[config.mk]
export PLATFORM = sky130hd
export DESIGN_NAME = bias_add_15
export DESIGN_NICKNAME = d
export VERILOG_FILES = /design/src/rtl/bias_add_15_pkg.sv /design/src/rtl/bias_add_15_bias_sat_add.sv /design/src/rtl/bias_add_15.sv
export SDC_FILE = /design/constraint.sdc
export NUM_CORES = 1
export LEC_CHECK = 0
export ABC_AREA = 1
export BUFFER_PORTS_ARGS = -buffer_cell sky130_fd_sc_hd__buf_2
export CORE_MARGIN = 3
export CORE_UTILIZATION = 35
export DETAILED_ROUTE_END_ITERATION = 16
export PLACE_DENSITY_LB_ADDON = 0.3
export SKIP_CTS_REPAIR_TIMING = 1
export SYNTH_ARGS = -nofsm -noshare
export SYNTH_HDL_FRONTEND = slang
export SYNTH_SLANG_ARGS = --single-unit
export TNS_END_PERCENT = 10
[constraint.sdc]
create_clock -name ap_clk -period 8.8 [get_ports ap_clk]
set_input_delay 1.76 -clock ap_clk [delete_from_list [all_inputs] [get_ports ap_clk]]
set_output_delay 1.76 -clock ap_clk [all_outputs]
set_load 0.005 [all_outputs]
[src/rtl/bias_add_15_pkg.sv]
// bias_add_15_pkg: shared sizes, state encoding and counter-width helper for the conv_15 bias stage
package bias_add_15_pkg;
  localparam int N_CH = 16;
  localparam int FRAME_PIX = 64;
  localparam int COEFF_W = 16;
  localparam int ACC_W = 32;
  typedef enum logic {LOAD = 1'b0, RUN = 1'b1} state_t;
  function automatic int cnt_w(input int n);
    return n > 1 ? $clog2(n) : 1;
  endfunction
endpackage

[src/rtl/bias_add_15_bias_sat_add.sv]
// bias_sat_add: sign-extend a bias, add it to an accumulator one bit wider, clamp back to ACC_W
module bias_sat_add #(
  parameter int COEFF_W = bias_add_15_pkg::COEFF_W,
  parameter int ACC_W = bias_add_15_pkg::ACC_W
) (
  input  logic [ACC_W-1:0]   acc,
  input  logic [COEFF_W-1:0] bias,
  output logic [ACC_W-1:0]   sum
);
  logic [ACC_W:0] wide;
  always_comb begin
    wide = {acc[ACC_W-1], acc} + {{(ACC_W+1-COEFF_W){bias[COEFF_W-1]}}, bias};
    sum = (wide[ACC_W] == wide[ACC_W-1]) ? wide[ACC_W-1:0] : {wide[ACC_W], {(ACC_W-1){!wide[ACC_W]}}};
  end
endmodule

[src/rtl/bias_add_15.sv]
// bias_add_15: caches one bias per channel each frame, then adds it with saturation to the
// channel-interleaved accumulator stream through a single skid-free output register
module bias_add_15 #(
  parameter int N_CH = bias_add_15_pkg::N_CH,
  parameter int FRAME_PIX = bias_add_15_pkg::FRAME_PIX,
  parameter int COEFF_W = bias_add_15_pkg::COEFF_W,
  parameter int ACC_W = bias_add_15_pkg::ACC_W
) (
  input  logic               ap_clk,
  input  logic               ap_rst,
  input  logic [COEFF_W-1:0] bias_V_dout,
  input  logic               bias_V_empty_n,
  output logic               bias_V_read,
  input  logic [ACC_W-1:0]   acc_V_dout,
  input  logic               acc_V_empty_n,
  output logic               acc_V_read,
  output logic [ACC_W-1:0]   output_V_din,
  input  logic               output_V_full_n,
  output logic               output_V_write
);
  import bias_add_15_pkg::*;
  localparam int CH_W = cnt_w(N_CH);
  localparam int PIX_W = cnt_w(FRAME_PIX);
  localparam logic [CH_W-1:0] CH_LAST = CH_W'(N_CH - 1);
  localparam logic [PIX_W-1:0] PIX_LAST = PIX_W'(FRAME_PIX - 1);
  state_t state, state_nxt;
  logic [CH_W-1:0] ch_cnt;
  logic [PIX_W-1:0] pix_cnt;
  logic [COEFF_W-1:0] cache [N_CH];
  logic out_valid;
  logic [ACC_W-1:0] out_data, sum;
  logic bias_pop, accept, ch_last, frame_last;
  bias_sat_add #(.COEFF_W(COEFF_W), .ACC_W(ACC_W)) u_add (
    .acc(acc_V_dout),
    .bias(cache[ch_cnt]),
    .sum(sum)
  );
  // reads are masked during reset so nothing is popped while the block is held
  always_comb begin
    bias_pop = (state == LOAD) && bias_V_empty_n && !ap_rst;
    accept = (state == RUN) && acc_V_empty_n && (!out_valid || output_V_full_n) && !ap_rst;
    ch_last = ch_cnt == CH_LAST;
    frame_last = ch_last && (pix_cnt == PIX_LAST);
    state_nxt = (bias_pop && ch_last) ? RUN : (accept && frame_last) ? LOAD : state;
    bias_V_read = bias_pop;
    acc_V_read = accept;
    output_V_write = out_valid;
    output_V_din = out_data;
  end
  always_ff @(posedge ap_clk or posedge ap_rst) begin
    if (ap_rst) begin
      state <= LOAD;
      ch_cnt <= '0;
      pix_cnt <= '0;
      out_valid <= 1'b0;
      out_data <= '0;
    end else begin
      state <= state_nxt;
      if (bias_pop || accept) ch_cnt <= ch_last ? '0 : ch_cnt + 1'b1;
      if (accept && ch_last) pix_cnt <= frame_last ? '0 : pix_cnt + 1'b1;
      out_valid <= accept || (out_valid && !output_V_full_n);
      if (accept) out_data <= sum;
    end
  end
  // bias cache survives reset; it is always fully rewritten before use
  always_ff @(posedge ap_clk) begin
    if (bias_pop) cache[ch_cnt] <= bias_V_dout;
  end
endmodule

# --- After elaboration in Yosys (flattened, before gate mapping) ---
# Memory sizes are Yosys's and may differ from the RTL's.
# Cells that the tools add are included.
word_totals:
  ff_bits: 44
  mem_bits_rw: 256
  in_bits: 53
  memories: 1
op_classes:
  n_addsub: 3
  eq_ne: 3
  muxes: 7
  n_bitwise: 1
  reduce_logical: 18
memory_table:
  columns: ["memory", "words", "word_bits", "read_ports", "rd_clocked_by_memory_dff", "wr", "line_no", "source"]
  rows:
  - ["cache", 16, 16, 1, 0, 1, "bias_add_15.sv:29", "logic [COEFF_W-1:0] cache [N_CH];"]
ops:
  columns: ["op", "count"]
  rows:
  - ["32-bit by 16-bit adder with 33-bit output", 1]
  - ["32-bit 2-to-1 mux", 1]
  - ["1-bit logical AND", 10]
  - ["6-bit by 1-bit adder with 6-bit output (second input constant)", 1]
  - ["6-bit == test (second input constant)", 1]
  - ["6-bit 2-to-1 mux", 1]
  - ["4-bit by 1-bit adder with 4-bit output (second input constant)", 1]
  - ["4-bit == test (second input constant)", 1]
  - ["1-bit zero test", 4]
  - ["1-bit 2-to-1 mux", 4]
  - ["4-bit 2-to-1 mux", 1]
  - ["1-bit logical OR", 3]
  - ["2-bit nonzero test", 1]
  - ["1-bit == test", 1]
  - ["1-bit NOT", 1]

# --- Logic depth before layout (Yosys ltp) ---
# Gate-level depths: netlist (run 1).
depth:
  ltp_word: 7
  ltp_mapped: 26
  depth_no_buf: 23

# --- By module ---
# From an unflattened synthesis (run 1), not the netlist that was laid out.
unflattened:
  hier_cells: 1886
  area_unflattened_um2: 15813.9
modules_own_cells:
  columns: ["module", "n_inst", "cells_each", "area_each_um2", "seq_area_each_um2"]
  rows:
  - ["bias_add_15", 1, 1397, 13251.5, 8788.4]
  - ["bias_sat_add", 1, 489, 2562.5, 0.0]

# --- Least setup slack after synthesis (run 1) ---
# OpenSTA, ideal clock, no wires.
synth_path:
  path_kind: "input-to-output"
  startpoint: "in ap_rst"
  endpoint: "out acc_V_read"
  arrival_ps: 2987
  setup_slack_ps: 4053
  stages: 4
  cell_sequence: "inv_2 nand3_1 nor2_2 clkbuf_1"
synth_between:
  elab_chain_cells: 2
synth_rtl:
  columns: ["item", "line_no", "source"]
  rows:
  - ["from (decl)", "bias_add_15.sv:10", "input logic ap_rst,"]
  - ["1-bit zero test (no source line)", null, null]
  - ["1-bit logical AND", "bias_add_15.sv:41", "accept = (state == RUN) && acc_V_empty_n && (!out_valid || output_V_full_n) && !ap_rst;"]
  - ["to (decl)", "bias_add_15.sv:16", "output logic acc_V_read,"]
# No other way between the ends.

# --- Worst setup path after layout (run 1) ---
layout_path:
  startpoint: "reg ch_cnt[0]"
  endpoint: "reg out_data[9] (netlist: output_V_din[9])"
layout_between:
  elab_chain_cells: 4
  elab_cells_between_ends: 5
  cone_classes: "add/sub: 1; eq/ne: 1; mux: 1; reduce/logical: 1; memory: 1"
layout_rtl:
  columns: ["item", "line_no", "source"]
  rows:
  - ["from (decl)", "bias_add_15.sv:27", "logic [CH_W-1:0] ch_cnt;"]
  - ["from (signal assigned)", "bias_add_15.sv:59", "if (bias_pop || accept) ch_cnt <= ch_last ? '0 : ch_cnt + 1'b1;"]
  - ["memory read 16 x 16 bit (*)", null, null]
  - ["32-bit by 16-bit adder with 33-bit output (*)", "bias_add_15_bias_sat_add.sv:12", "wide = {acc[ACC_W-1], acc} + {{(ACC_W+1-COEFF_W){bias[COEFF_W-1]}}, bias};"]
  - ["1-bit == test or 1-bit zero test (tied branches)", "bias_add_15_bias_sat_add.sv:13", "sum = (wide[ACC_W] == wide[ACC_W-1]) ? wide[ACC_W-1:0] : {wide[ACC_W], {(ACC_W-1){!wide[ACC_W]}}};"]
  - ["32-bit 2-to-1 mux (*)", "bias_add_15_bias_sat_add.sv:13", null]
  - ["to (signal assigned)", "bias_add_15.sv:62", "if (accept) out_data <= sum;"]
  - ["to (decl)", "bias_add_15.sv:31", "logic [ACC_W-1:0] out_data, sum;"]
# Every way passes the cells marked *; elsewhere a longest branch is shown, timed or not.
# A chain may end at the register's enable or synchronous reset.

==> results.toml, run 1 <==
[final_layout]
syn_to_final_growth_pct = 15.7
fillCellCount = 3766
finish.utilization_pct = 41.4
drive_gt1_share_pct = 13.2
num_antenna_cells = 0
final_design_area_no_fill_um2 = 16200
layout.nets = 1562

[synth]
synth.top_cells.by_area = "edfxtp_1 (55%), dfrtp_1 (7.9%), nand2_1 (7.8%)"
synth_nets = 1468
syn-instance-count = 1377
synth_top_area_share_pct = 55.0
synth_most_common_cell = "nand2_1"
yosys_warnings = 0
synth_flop_cell = "edfxtp_1"
synthTopCellsByCount = "nand2_1 (289), edfxtp_1 (256), nor2_1 (228), o21ai_0 (137), inv_1 (91)"
synth-edff-count = 256
synth_top_area_cell = "edfxtp_1"
seq_area_frac_synth_pct = 62.9
async_reset_ff_share_pct = 14.7
synthesis.area_um2 = 14000
synth_cell_type_count = 33
ys_ff_latch = 300
synth.avg_cell_area_um2 = 10.1

[route]
drc_errors = 0
num_vias = 10200
drt_iter0_markers = 694
via_per_inst = 5.06
first_pass_iters = 5
drt-total-wl_um = 37400
wl_met1_um = 17700
wire_per_inst_um = 18.6
wl_met2_um = 16300
detail-route-antenna-nets = 0
top_layer_used = "met5"
met3WireLength_um = 2440

[cts]
cts.path.max_buffers = 3
clkSinkCount = 300
cts_made_buffers = 34
clkLatencyLatePin_ns = 0.53
cts-root-buf = "clkbuf_16"
h-tree-depth = 2
cts_tree = "built"
cts.clk_slew.worst_paths_ns = 0.06

[setup_path]
path_common_cell = "nand2_1"
startpoint_type = "register"
critPathKind = "reg2reg"
arrival_ns = 5.78
critPathCaptureType = "register"
slowest_delay_ns = 0.75
r2r_slack_ns = 3.37
required_ns = 9.15
path_cells = "clkinv_2, buf_4, o21ai_0, o22ai_1, nand2_1, nand4_1, ha_1, a21oi_1, nand2_1, nand2_1, nand2_1, a21oi_2, nand2_1, nand2_1, nand2_2, a21oi_4, a21oi_1"
cpMaxStageDelayCell = "dfrtp_4"
crit_fanout = 49

[global_routing]
grt_pass1_vias = 9943
grt_pass1_wl_um = 57500
overflow = 0
grt_max_degree = 85
grt_usage_pct = 17.8
antenna_found_initial = 5

[sta]
holdWs_ns = 0.492
max_slew.worst_pin.slew_ns = 1.20
fin_crit_sh_pct = 61.7
finalHoldViolCount = 0
fin_setup_tns_ns = 0
fmax_ghz = 0.184
finalClockSkew_ns = 0.0230
slew_headroom_pct = 19.6
fin_crit_ns = 5.43
slew_viol_final = 0
rsz0062_at_grt = "false"
fin_ws_ns = 3.37
setup_violations = 0

[die]
fp-row-count = 72
die_area_um2 = 42300
coreArea_um2 = 39000
die-height_um = 206
pin_count = 88
die_w_um = 206
initial_utilization_pct = 35.8

[placed_design]
dp_hpwl_um = 23400
place_ws_ns = 3.39
gp_congestion = 0.863
numPortBuffers = 87
dpl_cell_area_um2 = 15000

[power_and_ir_drop]
power_density_nw_per_um2 = 402
irDropWorstVdd_mv = 0.172
p_leak_nw = 6.30

[flow_run]
max-cap-violations = 0

[hold_path]
hp-class = "reg2reg"

[outcome]
status = "complete, no violations"
[final cells by class]
class | instances | area, µm² | area share, %
flip-flops and latches | 300 | 8790 | 54.4
repair buffers | 113 | 631 | 3.90
well taps | 518 | 648 | 4.01
clock inverters | 22 | 245 | 1.52
inverters | 93 | 350 | 2.17
clock buffers | 39 | 870 | 5.38
multi-input cells | 929 | 4630 | 28.6
[per-stage QoR]
stage          total power [mW]  instances
2_1_floorplan              4.21       1377
3_3_place_gp               5.09       1953
3_5_place_dp               5.11       1953
4_1_cts                    6.54       2014
5_1_grt                    7.07       2014
6_report                   6.50       2014
[state kept, by name, summed over array words and instances, names as in the netlist]
name	flops
cache	256
ch_cnt	4
output_V_din	32
output_V_write	1
pix_cnt	6
state	1
[routing by layer]
metal | GRT usage [%] | vias up
li1 | - | 4960
met1 | 25.7 | 4856
met2 | 27.2 | 300
met3 | 3.43 | 71
met4 | 5.57 | 8
met5 | 0 | -
[kinds of logic after synthesis]
logic type	share of synthesized area, %
buffers and inverters	4.32
AO/OA/AOI/OAI	10.7
multiplexers	0.0806
XOR/XNOR	1.38
flip-flops	62.9
adder cells (fa/ha/maj)	3.46
AND/OR/NAND/NOR	17.2
[path summary, 6_finish.rpt]
check                                 startpoint                to  cells after the start
worst min register to register  output_V_din[30]  output_V_din[30]                      2
worst max register to register         ch_cnt[0]   output_V_din[9]                     17
min in group asynchronous                 ap_rst        pix_cnt[1]                      2
worst min-delay path            output_V_din[30]  output_V_din[30]                      2
max in group asynchronous                 ap_rst  output_V_din[28]                      3
worst max-delay path                   ch_cnt[0]   output_V_din[9]                     17
[worst max-delay path: cells and delay by family (launching register included)]
family / cells / cell delay, ns
AND/OR/NAND/NOR: 8 / 1.27
adder cells (fa/ha/maj): 1 / 0.66
flip-flops: 1 / 0.75
AO/OA/AOI/OAI: 6 / 1.49
buffers and inverters: 2 / 1.04
[placed cells by master (no fill, tap or decap), types with 8 or more instances in the layout]
| cell type | instances |
|---|---|
| a21oi_1 | 53 |
| buf_2 | 87 |
| buf_4 | 26 |
| clkbuf_16 | 34 |
| clkinv_1 | 10 |
| dfrtp_1 | 42 |
| edfxtp_1 | 256 |
| ha_1 | 37 |
| inv_1 | 90 |
| nand2_1 | 289 |
| nand2_2 | 8 |
| nand3_1 | 33 |
| nand4_1 | 22 |
| nor2_1 | 215 |
| nor2_2 | 15 |
| o21ai_0 | 137 |
| o21bai_1 | 10 |
| o22ai_1 | 65 |
| xor2_1 | 19 |
[report_power, final]
| part | switching [mW] | total, mW | internal (mW) | leakage (nW) |
|---|---|---|---|---|
| sequential | 0.103 | 1.78 | 1.68 | 2.80 |
| combinational | 2.24 | 3.31 | 1.08 | 2.96 |
| clock | 0.569 | 1.40 | 0.835 | 0.540 |
(Power assumes the default switching activity.)
==> run 2: changes to the inputs <==
clock period = 5.3 ns   (was 8.8 ns; I/O delays follow)
==> results.toml, run 2 (synthesized netlist as in run 1, its figures left out) <==
[route]
first_pass_iters = 5
wl_met1_um = 16800
top_layer_used = "met5"
drc_errors = 0
via_per_inst = 5.05
detail-route-antenna-nets = 0
met3WireLength_um = 2870
num_vias = 10200
wire_per_inst_um = 18.4
drt-total-wl_um = 37000
drt_iter0_markers = 703
wl_met2_um = 16200

[global_routing]
grt_usage_pct = 17.4
grt_max_degree = 132
grt_pass1_vias = 9686
grt_pass1_wl_um = 56600
overflow = 0
antenna_found_initial = 5

[setup_path]
path_common_cell = "nand2_1"
slowest_delay_ns = 0.63
required_ns = 5.74
critPathKind = "reg2reg"
critPathCaptureType = "register"
crit_fanout = 31
cpMaxStageDelayCell = "inv_1"
startpoint_type = "register"
arrival_ns = 4.76
path_cells = "inv_1, buf_4, o21ai_0, o22ai_1, nand2_1, nand4_1, inv_1, fa_1, inv_1, nand2_1, nand2_1, nand3_1, nand2_1, nand2_1, nand2_2, nand2_2, nand2_1, nand2_1, nand2_1, nand2_2, nand2_1, a21oi_1"

[cts]
cts-root-buf = "clkbuf_16"
clkLatencyLatePin_ns = 0.58
cts_tree = "built"
cts.path.max_buffers = 3
cts_made_buffers = 31
cts.clk_slew.worst_paths_ns = 0.06
clkSinkCount = 300
h-tree-depth = 1

[die]
fp-row-count = 72
die_w_um = 206
die_area_um2 = 42300
initial_utilization_pct = 35.8
die-height_um = 206
pin_count = 88
coreArea_um2 = 39000

[sta]
max_slew.worst_pin.slew_ns = 1.31
rsz0062_at_grt = "false"
holdWs_ns = 0.488
fmax_ghz = 0.232
slew_headroom_pct = 12.9
fin_crit_sh_pct = 81.4
setup_violations = 0
fin_setup_tns_ns = 0
fin_crit_ns = 4.32
slew_viol_final = 0
finalHoldViolCount = 0
finalClockSkew_ns = 0.0158

[final_layout]
fillCellCount = 3813
seq_area_um2 = 8790
regMostFlops = "cache"
layout.nets = 1564
largest_register_ffs = 256
final_cell_mix = "nand2_1 (289), edfxtp_1 (256), nor2_1 (215)"
mostFrequentLayoutCell = "nand2_1"
syn_to_final_growth_pct = 14.7
multiInputGateArea_um2 = 4620
drive_gt1_share_pct = 13.2

[power_and_ir_drop]
p_leak_nw = 6.25
power_density_nw_per_um2 = 656
irDropWorstVdd_mv = 0.338

[flow_run]
max-cap-violations = 0

[placed_design]
dp_hpwl_um = 23700
numPortBuffers = 87
gp_congestion = 0.857

[hold_path]
hp-class = "reg2reg"

[outcome]
status = "complete, no violations"
[run 2: worst max-delay path: cells and delay by family (launching register included)]
family / cells / cell delay [ns]
flip-flops: 1 / 0.40
AO/OA/AOI/OAI: 3 / 0.40
AND/OR/NAND/NOR: 14 / 1.67
adder cells (fa/ha/maj): 1 / 0.44
buffers and inverters: 4 / 1.26
[run 2: layer usage]
| metal | track usage [%] | up-vias |
|---|---|---|
| met1 | 24.9 | 4802 |
| met4 | 4.81 | 6 |
| li1 | - | 4965 |
| met3 | 3.37 | 69 |
| met2 | 27.1 | 331 |
| met5 | 0 | - |
[run 2: final timing paths]
kind	endpoint	slack, ns	from	depth (start not counted)
min in group asynchronous	output_V_din[6]	0.76	ap_rst	3
setup / recovery	output_V_din[28]	0.98	ch_cnt[1]	22
setup reg to reg	output_V_din[28]	0.98	ch_cnt[1]	22
hold reg to reg	output_V_din[30]	0.49	output_V_din[30]	2
max in group asynchronous	ch_cnt[0]	4.05	ap_rst	3
hold / removal	output_V_din[30]	0.49	output_V_din[30]	2
[run 2: cell type report]
cell class / count / share of cell area, %
sequential: 300 / 54.9
multi-input combinational: 929 / 28.8
clock buffer: 38 / 5.01
timing repair buffer: 118 / 4.25
tap: 518 / 4.05
inverter: 93 / 2.19
clock inverter: 17 / 0.750
antenna: 1 / 0.0156
[run 2: where the power goes]
group | internal (mW) | switching, mW
Combinational | 1.83 | 3.80
Sequential | 2.78 | 0.0952
Clock | 1.12 | 0.886
Total | 5.73 | 4.78
[run 2: through the flow]
step / instance area [µm²] / worst slack, ns / total power, mW / util [%] / std cells
after detailed placement: 15100 / 0.948 / 8.52 / 38.7 / 1958
after floorplan: 14000 / 1.71 / 6.99 / - / 1377
final: 16000 / 0.984 / 10.5 / 41.1 / 2014
after global placement: 15100 / 0.970 / 8.50 / 38.7 / 1958
after global routing: 16000 / 0.476 / 11.4 / 41.1 / 2013
after CTS: 16000 / 0.933 / 10.6 / 41.1 / 2013
==> run 3: changes to the inputs <==
clock period = 4.34 ns   (was 5.3 ns; I/O delays follow)
==> results.toml, run 3 (synthesized netlist as in run 1, its figures left out) <==
[cts]
cts_tree = "built"
h-tree-depth = 2
clkSinkCount = 300
clkLatencyLatePin_ns = 0.53
cts_made_buffers = 34
cts.path.max_buffers = 3
cts-root-buf = "clkbuf_16"
cts.clk_slew.worst_paths_ns = 0.07

[sta]
finalClockSkew_ns = 0.0235
finalHoldViolCount = 0
fin_setup_tns_ns = 0
max_slew.worst_pin.slew_ns = 0.775
slew_viol_final = 0
slew_headroom_pct = 48.3
setup_violations = 0
fmax_ghz = 0.252
fin_crit_ns = 3.96
fin_crit_sh_pct = 91.3
rsz0062_at_grt = "false"

[outcome]
status = "complete, no violations"

[setup_path]
required_ns = 4.77
cpMaxStageDelayCell = "inv_1"
arrival_ns = 4.39
crit_fanout = 30
path_cells = "nand2_1, inv_1, nand2_1, nand4_1, buf_4, ha_1, a21oi_1, nand2_1, nand2_1, nand2_1, a21oi_2, nand2_1, nand2_1, nand2_1, nand2_2, nand2_1, a21oi_1"
path_common_cell = "nand2_1"
startpoint_type = "register"
slowest_delay_ns = 0.58
critPathCaptureType = "register"
critPathKind = "reg2reg"

[flow_run]
max-cap-violations = 0

[route]
num_vias = 10300
detail-route-antenna-nets = 0
drt_iter0_markers = 658
drc_errors = 0
wire_per_inst_um = 18.5
first_pass_iters = 5
via_per_inst = 5.09
drt-total-wl_um = 37500

[power_and_ir_drop]
irDropWorstVdd_mv = 0.415
p_comb_share_pct = 51.9
p_sw_share_pct = 44.4
p_total_mw = 13.3
net-switching-power_mw = 5.93
p_int_mw = 7.41
p_leak_nw = 6.39
pwr-share-clk_pct = 21.7
seqPwrFrac_pct = 26.4
power_density_nw_per_um2 = 817

[placed_design]
place_inst = 1964
dp_hpwl_um = 24400
gp_congestion = 0.889
numPortBuffers = 87

[global_routing]
grt_usage_pct = 17.6
overflow = 0
grt_max_degree = 79
antenna_found_initial = 3
grt_pass1_wl_um = 57100
grt_pass1_vias = 10000

[hold_path]
hp-class = "in2async"

[final_layout]
fillCellCount = 3716
seq_area_um2 = 8790
largest_register_ffs = 256
layout.nets = 1573
mostFrequentLayoutCell = "nand2_1"
final_cell_mix = "nand2_1 (289), edfxtp_1 (256), nor2_1 (215)"
regMostFlops = "cache"
drive_gt1_share_pct = 14.3
multiInputGateArea_um2 = 4620
syn_to_final_growth_pct = 16.9
final_cells = 2028
finish.utilization_pct = 41.8

[die]
die_area_um2 = 42300
die-height_um = 206
pin_count = 88
coreArea_um2 = 39000
die_w_um = 206
initial_utilization_pct = 35.8
fp-row-count = 72
run 3: cell count changes in the layout (fill, tap and decap cells not counted), sizes merged:
cell,previous run,this run
clkinv,16,18
diode,1,2
clkinvlp,0,1
buf,118,124
clkbuf,38,39
bufinv,1,4
run 3: per-stage QoR:
step,setup WS [ns],cell area (µm²),hold WS (ns)
after floorplan,0.752,14000,0.460
after global placement,0.521,15200,0.484
after detailed placement,0.468,15200,0.485
after CTS,0.447,16300,0.334
after global routing,0.00968,16300,0.350
final,0.378,16300,0.342
run 3: power groups by stage:
stage / combinational [mW] / clock [mW] / sequential (mW)
floorplan: 4.96 / 0 / 3.58
global placement: 6.83 / 0 / 3.57
detailed placement: 6.88 / 0 / 3.58
CTS: 6.91 / 2.94 / 3.52
global route: 7.86 / 3.06 / 3.54
finish: 6.92 / 2.90 / 3.52
run 3: cell type report:
class	count	area share, %
clock inverter	23	1.52
multi-input combinational	929	28.3
antenna	2	0.0307
sequential	300	53.9
timing repair buffer	124	4.68
clock buffer	39	5.46
inverter	93	2.15
tap	518	3.97
run 3: routing by layer:
| metal | up-vias | routed length [µm] | global-route usage (%) |
|---|---|---|---|
| li1 | 4977 | - | - |
| met1 | 4942 | 17200 | 25.1 |
| met2 | 335 | 16800 | 27.7 |
| met3 | 62 | 2580 | 3.29 |
| met4 | 4 | 782 | 4.86 |
| met5 | - | 34 | 0 |
run 3: critical path: cells and delay by family, from the launching register on:
family	cells	cell delay, ns
adder cells (fa/ha/maj)	1	0.34
buffers and inverters	2	0.87
flip-flops	1	0.42
AND/OR/NAND/NOR	11	1.59
AO/OA/AOI/OAI	3	0.65
run 3: path summary, 6_finish.rpt:
path / startpoint / to / slack (ns) / depth (start not counted)
hold / removal: ap_rst / pix_cnt[5] / 0.34 / 2
max in group asynchronous: ap_rst / output_V_din[11] / 3.21 / 3
hold reg to reg: output_V_din[30] / output_V_din[30] / 0.50 / 2
setup / recovery: ch_cnt[2] / output_V_din[6] / 0.38 / 17
min in group ap_clk: output_V_din[30] / output_V_din[30] / 0.50 / 2
setup reg to reg: ch_cnt[2] / output_V_din[6] / 0.38 / 17
